===== src/rtl/usb_packet_tx.sv =====
// FT245 packet transmitter: writes a header, the streamed payload and a trailer
// through a byte writer that handles the FT_TXEn/FT_WR handshake.
module usb_packet_tx #(
  parameter logic [7:0] HEADER_KEY_SYMBOL         = 8'h55,
  parameter int         HEADER_KEY_SYMBOL_NUMBER  = 12,
  parameter logic [7:0] TRAILER_KEY_SYMBOL        = 8'hAA,
  parameter int         TRAILER_KEY_SYMBOL_NUMBER = 8,
  parameter logic [7:0] ERROR_SYMBOL              = 8'hEE,
  parameter int         WR_CYCLES                 = 3,
  parameter int         BLANK_CYCLES              = 4,
  parameter int         STALL_TIMEOUT             = 1024
) (
  input  logic       clk,
  input  logic       rst_n,
  input  logic       Start,
  input  logic [7:0] Tx_Data,
  input  logic       Tx_Valid,
  input  logic       Tx_Last,
  output logic       Tx_Ready,
  input  logic       FT_TXEn,
  output logic       FT_WR,
  output logic [7:0] FT_DATA_Out,
  output logic       FT_OE,
  output logic       Busy,
  output logic       Done,
  output logic       Error
);

  localparam int MAX_SYM = (HEADER_KEY_SYMBOL_NUMBER > TRAILER_KEY_SYMBOL_NUMBER) ?
                           HEADER_KEY_SYMBOL_NUMBER : TRAILER_KEY_SYMBOL_NUMBER;
  localparam int CW      = $clog2(MAX_SYM + 1);
  localparam int TMAX_A  = (STALL_TIMEOUT > WR_CYCLES) ? STALL_TIMEOUT : WR_CYCLES;
  localparam int TMAX    = (TMAX_A > BLANK_CYCLES) ? TMAX_A : BLANK_CYCLES;
  localparam int TW      = $clog2(TMAX + 1);

  typedef enum logic [2:0] {IDLE, HEADER, PAYLOAD, ERR, TRAILER} pkt_t;
  typedef enum logic [2:0] {FETCH, WAIT_TXE, SETUP, STROBE, HOLD, BLANK} sub_t;

  pkt_t          pkt_q, pkt_nxt;
  sub_t          sub_q, sub_nxt;
  logic [CW-1:0] cnt_q, cnt_nxt;
  logic [TW-1:0] tmr_q, tmr_nxt;
  logic [7:0]    data_q, pay_q, sym;
  logic          last_q, load, accept, last_sym;
  logic          busy_q, busy_nxt, error_q, error_nxt, done_q, done_nxt;
  logic          ft_wr_q, ft_oe_q;
  logic          txe_s1, txe_s2;

  always_comb begin
    case (pkt_q)
      PAYLOAD: sym = pay_q;
      ERR:     sym = ERROR_SYMBOL;
      TRAILER: sym = TRAILER_KEY_SYMBOL;
      default: sym = HEADER_KEY_SYMBOL;
    endcase
  end

  assign last_sym = (pkt_q == TRAILER) ? (cnt_q == CW'(TRAILER_KEY_SYMBOL_NUMBER - 1))
                                       : (cnt_q == CW'(HEADER_KEY_SYMBOL_NUMBER - 1));

  always_comb begin
    pkt_nxt   = pkt_q;
    sub_nxt   = sub_q;
    cnt_nxt   = cnt_q;
    tmr_nxt   = tmr_q;
    load      = 1'b0;
    accept    = 1'b0;
    busy_nxt  = busy_q;
    error_nxt = error_q;
    done_nxt  = 1'b0;
    if (pkt_q == IDLE) begin
      sub_nxt = FETCH;
      if (Start) begin
        pkt_nxt   = HEADER;
        sub_nxt   = WAIT_TXE;
        cnt_nxt   = '0;
        busy_nxt  = 1'b1;
        error_nxt = 1'b0;
      end
    end else begin
      case (sub_q)
        FETCH: begin
          if (Tx_Valid) begin
            accept  = 1'b1;
            sub_nxt = WAIT_TXE;
          end else if (tmr_q == '0) begin
            pkt_nxt   = ERR;
            sub_nxt   = WAIT_TXE;
            error_nxt = 1'b1;
          end else begin
            tmr_nxt = tmr_q - TW'(1);
          end
        end
        WAIT_TXE: begin
          if (!txe_s2) begin
            sub_nxt = SETUP;
            load    = 1'b1;
          end
        end
        SETUP: begin
          sub_nxt = STROBE;
          tmr_nxt = TW'(WR_CYCLES - 1);
        end
        STROBE: begin
          if (tmr_q == '0) sub_nxt = HOLD;
          else             tmr_nxt = tmr_q - TW'(1);
        end
        HOLD: begin
          sub_nxt = BLANK;
          tmr_nxt = TW'(BLANK_CYCLES - 1);
        end
        BLANK: begin
          if (tmr_q != '0) begin
            tmr_nxt = tmr_q - TW'(1);
          end else begin
            // byte finished: pick what the writer sends next
            case (pkt_q)
              HEADER: begin
                if (last_sym) begin
                  pkt_nxt = PAYLOAD;
                  sub_nxt = FETCH;
                  cnt_nxt = '0;
                  tmr_nxt = TW'(STALL_TIMEOUT - 1);
                end else begin
                  cnt_nxt = cnt_q + CW'(1);
                  sub_nxt = WAIT_TXE;
                end
              end
              PAYLOAD: begin
                if (last_q) begin
                  pkt_nxt = TRAILER;
                  sub_nxt = WAIT_TXE;
                  cnt_nxt = '0;
                end else begin
                  sub_nxt = FETCH;
                  tmr_nxt = TW'(STALL_TIMEOUT - 1);
                end
              end
              ERR: begin
                pkt_nxt = TRAILER;
                sub_nxt = WAIT_TXE;
                cnt_nxt = '0;
              end
              TRAILER: begin
                if (last_sym) begin
                  pkt_nxt  = IDLE;
                  sub_nxt  = FETCH;
                  done_nxt = 1'b1;
                  busy_nxt = 1'b0;
                end else begin
                  cnt_nxt = cnt_q + CW'(1);
                  sub_nxt = WAIT_TXE;
                end
              end
              default: begin
                pkt_nxt = IDLE;
                sub_nxt = FETCH;
              end
            endcase
          end
        end
        default: begin
          pkt_nxt = IDLE;
          sub_nxt = FETCH;
        end
      endcase
    end
  end

  always_ff @(posedge clk or negedge rst_n) begin
    if (!rst_n) begin
      pkt_q   <= IDLE;
      sub_q   <= FETCH;
      cnt_q   <= '0;
      tmr_q   <= '0;
      data_q  <= '0;
      pay_q   <= '0;
      last_q  <= 1'b0;
      busy_q  <= 1'b0;
      error_q <= 1'b0;
      done_q  <= 1'b0;
      ft_wr_q <= 1'b0;
      ft_oe_q <= 1'b0;
      txe_s1  <= 1'b1;
      txe_s2  <= 1'b1;
    end else begin
      pkt_q   <= pkt_nxt;
      sub_q   <= sub_nxt;
      cnt_q   <= cnt_nxt;
      tmr_q   <= tmr_nxt;
      busy_q  <= busy_nxt;
      error_q <= error_nxt;
      done_q  <= done_nxt;
      txe_s1  <= FT_TXEn;
      txe_s2  <= txe_s1;
      if (load) data_q <= sym;
      if (accept) begin
        pay_q  <= Tx_Data;
        last_q <= Tx_Last;
      end
      // strobe/enable registered from next state so the pins are glitch-free
      ft_wr_q <= (sub_nxt == STROBE);
      ft_oe_q <= (sub_nxt == SETUP) || (sub_nxt == STROBE) || (sub_nxt == HOLD);
    end
  end

  assign Tx_Ready    = (pkt_q == PAYLOAD) && (sub_q == FETCH);
  assign FT_WR       = ft_wr_q;
  assign FT_OE       = ft_oe_q;
  assign FT_DATA_Out = data_q;
  assign Busy        = busy_q;
  assign Done        = done_q;
  assign Error       = error_q;

endmodule


===== config.mk =====
export PLATFORM = sky130hd
export DESIGN_NAME = usb_packet_tx
export DESIGN_NICKNAME = d
export VERILOG_FILES = /design/src/rtl/usb_packet_tx.sv
export SDC_FILE = /design/constraint.sdc
export NUM_CORES = 1
export LEC_CHECK = 0
export BUFFER_PORTS_ARGS = -buffer_cell sky130_fd_sc_hd__buf_2
export CAP_MARGIN = 5
export CELL_PAD_IN_SITES_DETAIL_PLACEMENT = 0
export CELL_PAD_IN_SITES_GLOBAL_PLACEMENT = 1
export CORE_UTILIZATION = 45
export CTS_BUF_LIST = sky130_fd_sc_hd__clkbuf_8
export DETAILED_ROUTE_END_ITERATION = 16
export HOLD_SLACK_MARGIN = 0.12
export MAX_ROUTING_LAYER = met4
export PLACE_DENSITY_LB_ADDON = 0.1
export SLEW_MARGIN = 10
export SYNTH_ARGS = -nofsm -noshare
export SYNTH_HDL_FRONTEND = slang
export SYNTH_SLANG_ARGS = --single-unit

===== constraint.sdc =====
create_clock -name clk -period 3.2 [get_ports clk]
set_input_delay 0.16 -clock clk [delete_from_list [all_inputs] [get_ports clk]]
set_output_delay 0.16 -clock clk [all_outputs]
set_load 0.01 [all_outputs]

### After elaboration in Yosys (flattened, before gate mapping)

Index checks and enable logic that the tools add are counted.

* register bits after elaboration: 45
* output and inout port bits: 14

* $add $sub $neg: 2
* equal/unequal tests: 30
* mux-type cells: 60
* bitwise gates (word level): 1
* reduce and logical (&&, ||, !) cells: 21

Operators with widths (count)
* 2-to-1 mux 11 bit: 5
* case mux 11 bit (5 select lines): 1
* 2-to-1 mux 3 bit: 14
* 2-to-1 mux 4 bit: 7
* 2-to-1 mux 1 bit: 26
* case mux 8 bit (3 select lines): 1
* case mux 11 bit (2 select lines): 1
* != test 4 bit (second input constant): 5
* == test 3 x 2 -> 1 bit (second input constant): 6
* case mux 3 bit (3 select lines): 2
* case mux 3 bit (6 select lines): 1
* case mux 4 bit (4 select lines): 1
* == test 3 bit (second input constant): 4
* != test 3 bit (second input constant): 4
* case mux 3 bit (4 select lines): 1
* AND reduction 6 bit: 2
* zero test 11 bit: 1
* nonzero test 11 bit: 1
* subtractor 11 x 1 -> 11 bit (second input constant): 1
* nonzero test 2 bit: 5
* nonzero test 5 bit: 2
* AND reduction 8 bit: 1
* == test 3 x 1 -> 1 bit (second input constant): 2
* zero test 3 bit: 2
* 14 further kinds: 18

### Depth between registers and ports, before layout

Gate-level depths: netlist of run 1.

* word-level depth: 10
* gate-level depth with buffers: 9
* gate-level depth less buffers: 7

### Worst setup path after synthesis of run 1

No wires, ideal clock.

* path type: reg-to-reg
* start point: register tmr_q[0]
* end point: register tmr_q[2]
* library setup time: 122 ps
* arrival: 2298 ps
* data required time: 3078 ps
* path slack: 780 ps
* cell stages (with the launch flop): 9
* period minus slack after synthesis: 2420 ps
* cell sequence: dfrtp_1 > inv_1 > ha_1 > or4b_2 > nor4_4 > a211oi_2 > and2_4 > buf_6 > a32o_1

* word-level cells in the longest chain between the ends: 4
* elaborated cells between the ends (all ways): 11

Ends and longest elaborated chain
* start: declaration: line 42 `logic [TW-1:0] tmr_q, tmr_nxt;`
* start signal: assignment: line 190 `tmr_q <= tmr_nxt;`
* subtractor 11 x 1 -> 11 bit or zero test 11 bit (tied branches)
* 2-to-1 mux 11 bit: line 86, 105
* 2-to-1 mux 11 bit: line 83 `if (Tx_Valid) begin`
* case mux 11 bit (5 select lines): line 81 `case (sub_q)`

Several ways; a longest one is shown, not always the timed one. The select of a mux whose other input is x is not followed.
A chain may end at the register's enable or synchronous reset.

### Worst setup path in the final report of run 1

* start point: register tmr_q[0]
* end point: register tmr_q[8]

Same word-level chain as after synthesis.

==> run_results.csv, run 1 <==
group,metric,value,unit
final_layout,area_delta_synth_final,16.4,%
drt,drt_first_pass_iters,4,
final_layout,final_common_cell,"dfrtp_1",
floorplanning,fp.dieArea,5720,µm²
timing,finalClockSkew,0.00680,ns
clock_tree,cts_hold_repair.buffers,12,
drt,first_iter_violations,133,
critical_path,worst_setup_path_end_kind,"register",
yosys,syn_area,2440,µm²
critical_path,r2r_slack,0.38,ns
floorplanning,fp.dieW,75.7,µm
timing,post-route-period-util,88.2,%
clock_tree,clock_sinks,45,
final_layout,final_cell_mix,"dfrtp_1, buf_2, nor2_1",
floorplanning,core,5170,µm²
clock_tree,cts_max_path_buffers,2,
timing,period_needed,2.82,ns
hold_path,hold_class,"in -> reg",
timing,rsz0062_at_grt,"false",
power,total_power,2620,µW
timing,maxSlewHeadroom,32.8,%
clock_tree,post_cts_buffers,0,
place,dp_hpwl,3.82,mm
grt,grt_max_degree,46,
yosys,synthFlopType,"dfrtp_1",
yosys,yosys_warnings,0,
clock_tree,cts_resized,0,
grt,antenna_found_initial,0,
hold_path,hold_path_startpoint,"Tx_Valid",
critical_path,r2r_start,"tmr_q[0]$_DFFE_PN0P_",
timing,max_freq,0.354,GHz
final_layout,ff_latch_area,1130,µm²
clock_tree,cts_tree,"done",
yosys,seq_area_frac_synth,46.2,%
yosys,synth_area_per_cell,9.76,µm²
flow_run,drv_cap,0,
drt,routed_wl,5.58,mm
floorplanning,start_util,47.2,%
final_layout,n_antenna_cell,0,
critical_path,crit_chain,"inv_1, ha_1, or4b_2, nor4_4, a211oi_2, and2_4, a32o_1",
critical_path,slowest_delay,0.69,ns
timing,tns,0,ns
status,status,"complete, no violations",
drt,ant_nets,0,
clock_tree,clockRootBuffer,"clkbuf_8",
yosys,synth_cell_types,52,
final_layout,multi_input_area,1210,µm²
floorplanning,die_h,75.7,µm
critical_path,cp.arrival,3.00,ns
drt,wl_per_cell,15.7,µm
critical_path,critPathLaunchType,"register",
drt,vias_per_cell,5.86,
place,io_buffers,27,
hold_path,holdPathStages,4,
grt,grt_use_total,22.4,%
floorplanning,ios,28,
drt,drc,0,
place,place.gp.congestion,0.807,
power,peakVddDrop,408,µV
grt,grt-ovfl-total,0,
floorplanning,rows,26,
critical_path,slowest_stage,"or4b_2",
drt,vias,2082,
clock_tree,clk_latency,0.30,ns
final_layout,nNetsFinal,300,
clock_tree,cts_htree_levels,2,
critical_path,reg2reg_to,"tmr_q[8]$_DFFE_PN0P_",
grt,grt_pass1_vias,1927,
power,power_density,922,nW/µm²
final_layout,nFillCells,461,
timing,setup_viol_count_final,0,
timing,hold_violations,0,
hold_path,whs_endpoint,"Error$_DFFE_PN0P_",
clock_tree,cts_buffers,5,
critical_path,cp_max_fo,14,
power,power_leakage,0.00121,µW
final_layout,drive_above_1_share,20.0,%
grt,grt_first_pass_wirelength,9.28,mm
timing,report.final.slew_viol_count,0,
critical_path,rr_worst_depth,7,
clock_tree,clkTransAtPathRegs,0.08,ns
yosys,async_flop_share,100,%
critical_path,cp_data_required_time,3.38,ns
yosys,synth_edf_count,0,
timing,worstMarginPinSlew,1.01,ns
yosys,synth_nets,266,
critical_path,worstSetupPathType,"reg -> reg",
timing,hold_ws,0.250,ns
yosys,synthCells,250,
yosys,ys_ff_latch,45,
area by class of cell:
type / instances / area share [%]
Multi-Input combinational cell: 181 / 42.6
Timing Repair Buffer: 40 / 9.25
Clock inverter: 3 / 1.50
Tap cell: 70 / 3.08
Sequential cell: 45 / 39.7
Clock buffer: 5 / 2.42
Inverter: 11 / 1.45
worst max-delay path: cells and delay by family (launching register included):
| family | cells | cell delay, ns |
|---|---|---|
| buffers and inverters | 1 | 0.09 |
| AND/OR/NAND/NOR | 3 | 1.37 |
| AO/OA/AOI/OAI | 2 | 0.57 |
| flip-flops | 1 | 0.45 |
| adder cells (fa/ha/maj) | 1 | 0.21 |
state kept, by name (all words and copies together) (netlist names):
name         count
Busy             1
Done             1
Error            1
FT_DATA_Out      8
FT_OE            1
FT_WR            1
cnt_q            4
last_q           1
pay_q            8
pkt_q            3
sub_q            3
tmr_q           11
txe_s1           1
txe_s2           1
per-layer routing:
metal	vias to the layer above	GRT usage [%]	part of all wire, %
met1	1009	28.7	47
met5	-	-	0
met3	10	3.97	3.4
li1	1013	-	-
met4	0	7.41	1.3
met2	50	36.2	48
through the flow:
step | instance area, µm² | setup WS, ns | cells | utilization (%)
3_3_place_gp | 2610 | 0.473 | 335 | 50.5
5_1_grt | 2840 | 0.231 | 355 | 54.9
3_5_place_dp | 2610 | 0.394 | 335 | 50.5
2_1_floorplan | 2440 | 0.780 | 250 | -
6_report | 2840 | 0.379 | 355 | 54.9
4_1_cts | 2840 | 0.375 | 355 | 54.9
worst max-delay path by stage:
stage | slack (ns) | endpoint | start
after detailed placement | 0.39 | tmr_q[8]$_DFFE_PN0P_ | tmr_q[0]$_DFFE_PN0P_
after CTS | 0.37 | tmr_q[8]$_DFFE_PN0P_ | tmr_q[0]$_DFFE_PN0P_
after global routing | 0.23 | tmr_q[8]$_DFFE_PN0P_ | tmr_q[0]$_DFFE_PN0P_
after floorplan | 0.78 | tmr_q[2]$_DFFE_PN0P_ | tmr_q[0]$_DFFE_PN0P_
final | 0.38 | tmr_q[8]$_DFFE_PN0P_ | tmr_q[0]$_DFFE_PN0P_
after global placement | 0.47 | tmr_q[6]$_DFFE_PN0P_ | tmr_q[0]$_DFFE_PN0P_
logic make-up (layout without fill, tap and decap cells):
logic type | Yosys count | in the layout | share of synthesized area [%]
AND/OR/NAND/NOR | 92 | 92 | 21.6
buffers and inverters | 24 | 59 | 4.46
AO/OA/AOI/OAI | 75 | 75 | 21.2
multiplexers | 12 | 12 | 5.43
adder cells (fa/ha/maj) | 2 | 2 | 1.02
flip-flops | 45 | 45 | 46.2
synth_stat cells (4+ instances only):
library cell | instances | share of area (%)
inv_1 | 11 | 1.7
dfrtp_1 | 43 | 44
nand3_1 | 14 | 2.9
or3_1 | 4 | 1.0
a31oi_1 | 7 | 1.8
nand2b_1 | 6 | 1.5
o21ai_0 | 17 | 3.5
mux2_2 | 10 | 4.6
nor3_1 | 11 | 2.3
nand2_1 | 14 | 2.2
a21boi_0 | 4 | 1.2
nand4_1 | 4 | 1.0
o211ai_1 | 4 | 1.2
clkbuf_1 | 8 | 1.2
nor2_1 | 18 | 2.8
nand3b_1 | 5 | 1.5
o31ai_1 | 6 | 1.8
a21oi_1 | 13 | 2.7
power breakdown:
part / switching [µW] / leakage [µW] / internal, µW
sequential: 263 / 0.000542 / 795
clock: 196 / 0.0000595 / 231
combinational: 635 / 0.000604 / 498
Note: power is estimated with default switching activity, not from simulation.
==> run 2, diff against run 1 <==
- SLEW_MARGIN: 10 -> 20
- TNS_END_PERCENT: default -> 20
- clock period: 3.2 -> 3.48 ns (I/O delays scaled with it)
==> run 2 against run 1 <==
Critical path depth unchanged. Die area did not move. Utilization is 0.41 points lower. Largest power group unchanged. Sequential share of layout area up 0.30 points. Register-to-register slack better by 0.30 ns. Clock power down 23%. Flip-flop and latch count stayed put. Setup slack gained 0.30 ns. Final area is 0.75% lower. Non-clock buffer count unchanged. Hold slack worse by 0.095 ns.
==> run_results.csv, run 2 (same netlist as run 1, synthesis figures left out) <==
group,metric,value,unit
status,status,"complete, no violations",
floorplanning,rows,26,
drt,drc,0,
timing,hold_ws,0.155,ns
timing,report.final.slew_viol_count,0,
final_layout,largest_register,"tmr_q",
place,place.gp.congestion,0.808,
power,power_density,829,nW/µm²
clock_tree,cts_resized,0,
drt,route.met2.wl,2.62,mm
drt,routed_wl,5.52,mm
clock_tree,clkTransAtPathRegs,0.08,ns
place,dp_hpwl,3.86,mm
clock_tree,cts_tree,"done",
critical_path,critPathLaunchType,"register",
critical_path,crit_path_end,"tmr_q[0]$_DFFE_PN0P_",
critical_path,rr_worst_depth,7,
drt,wl_per_cell,15.6,µm
drt,maxUsedRoutingLayer,"met4",
hold_path,hold_class,"in -> reg",
grt,grt_max_degree,46,
place,dp_slack,0.703,ns
critical_path,r2r_slack,0.68,ns
timing,max_freq,0.357,GHz
critical_path,reg2reg_to,"tmr_q[0]$_DFFE_PN0P_",
hold_path,holdPathStages,2,
timing,tns,0,ns
timing,hold_violations,0,
critical_path,worstSetupPathType,"reg -> reg",
final_layout,final_cell_mix,"dfrtp_1, buf_2, nor2_1",
critical_path,cp_data_required_time,3.66,ns
power,peakVddDrop,398,µV
final_layout,area_delta_synth_final,15.5,%
drt,ant_nets,0,
timing,finalClockSkew,0.00828,ns
place,placed_cells,336,
timing,post-route-period-util,80.4,%
final_layout,drive_above_1_share,20.4,%
floorplanning,die_h,75.7,µm
clock_tree,cts_max_path_buffers,2,
critical_path,cp_max_fo,14,
drt,vias,2057,
drt,dr_wl_met3,155,µm
floorplanning,fp.dieArea,5720,µm²
timing,worstMarginPinSlew,0.811,ns
drt,drt_first_pass_iters,4,
grt,grt-ovfl-total,0,
critical_path,r2r_start,"tmr_q[0]$_DFFE_PN0P_",
final_layout,final_util,54.5,%
floorplanning,fp.dieW,75.7,µm
critical_path,worst_setup_path_end_kind,"register",
grt,grt_use_total,22.9,%
final_layout,largest_reg_flops,11,
floorplanning,start_util,47.2,%
timing,rsz0062_at_grt,"false",
clock_tree,cts_htree_levels,2,
timing,maxSlewHeadroom,45.8,%
final_layout,final_common_cell,"dfrtp_1",
critical_path,cp-startpoint,"tmr_q[0]$_DFFE_PN0P_",
flow_run,drv_cap,0,
timing,fin_ws,0.680,ns
clock_tree,cts_buffers,5,
final_layout,n_antenna_cell,0,
floorplanning,core,5170,µm²
timing,period_needed,2.80,ns
clock_tree,clockRootBuffer,"clkbuf_8",
power,power_leakage,0.00119,µW
clock_tree,clock_sinks,45,
grt,antenna_found_initial,0,
grt,grt_pass1_vias,1970,
drt,vias_per_cell,5.81,
critical_path,cp.arrival,2.98,ns
grt,grt_first_pass_wirelength,9.44,mm
final_layout,nNetsFinal,300,
floorplanning,ios,28,
place,io_buffers,27,
final_layout,final_cells,354,
clock_tree,clk_latency,0.30,ns
drt,first_iter_violations,114,
drt,wl_met1,2.70,mm
timing,setup_viol_count_final,0,
[run 2: cell types whose count changed in the layout (fill, tap and decap cells not counted)]
cell / delta
clkbuf_8: +1
clkinvlp_4: +1
buf_4: +2
bufinv_16: -1
inv_1: -1
buf_2: -1
clkinv_4: -1
dlygate4sd3_1: -1
[run 2: per-stage QoR]
stage          cell area (µm²)  power, µW
2_1_floorplan             2440       1740
3_3_place_gp              2620       1990
3_5_place_dp              2620       2000
4_1_cts                   2820       2350
5_1_grt                   2820       2530
6_report                  2820       2340
[run 2: worst max-delay path, cell delays in order (launching register included)]
cell and delay (ns):
dfrtp_1 0.45, inv_1 0.08, ha_1 0.20, or4b_2 0.69, nor4_4 0.42, a211oi_2 0.32, and2_4 0.26, o221a_1 0.25
[run 2: worst min path at each step]
stage / startpoint / endpoint / slack [ns]
2_1_floorplan: rst_n / Busy$_DFFE_PN0P_ / -0.12
4_1_cts: Start / Error$_DFFE_PN0P_ / 0.14
5_1_grt: Start / Error$_DFFE_PN0P_ / 0.15
3_5_place_dp: FT_TXEn / txe_s1$_DFF_PN1_ / 0.30
3_3_place_gp: FT_TXEn / txe_s1$_DFF_PN1_ / 0.28
6_report: Start / Error$_DFFE_PN0P_ / 0.15
[run 2: where the power goes]
part | total, µW | internal [µW] | leakage [µW] | switching (µW)
clock network | 329 | 157 | 0.0000433 | 172
logic | 1040 | 458 | 0.000606 | 581
registers | 971 | 731 | 0.000542 | 239
total | 2340 | 1350 | 0.00119 | 992
[run 2: timing repair]
item / CTS / global route
endpoints found under the setup margin: 0 / 0
hold buffers: 11 / 0
setup buffers: 0 / 0
hold endpoints to repair: 53 / 0
[run 2: area by class of cell]
class | instances | area, µm²
fill | 462 | 2350
multi-input combinational | 181 | 1210
sequential | 45 | 1130
timing repair buffer | 40 | 263
tap | 70 | 87.6
clock buffer | 6 | 82.6
inverter | 11 | 41.3
clock inverter | 1 | 7.51
[run 2: routing by layer]
layer | GRT usage [%] | vias up
li1 | - | 1007
met1 | 30.0 | 1014
met2 | 36.4 | 31
met3 | 5.16 | 5
met4 | 4.94 | 0
met5 | - | -
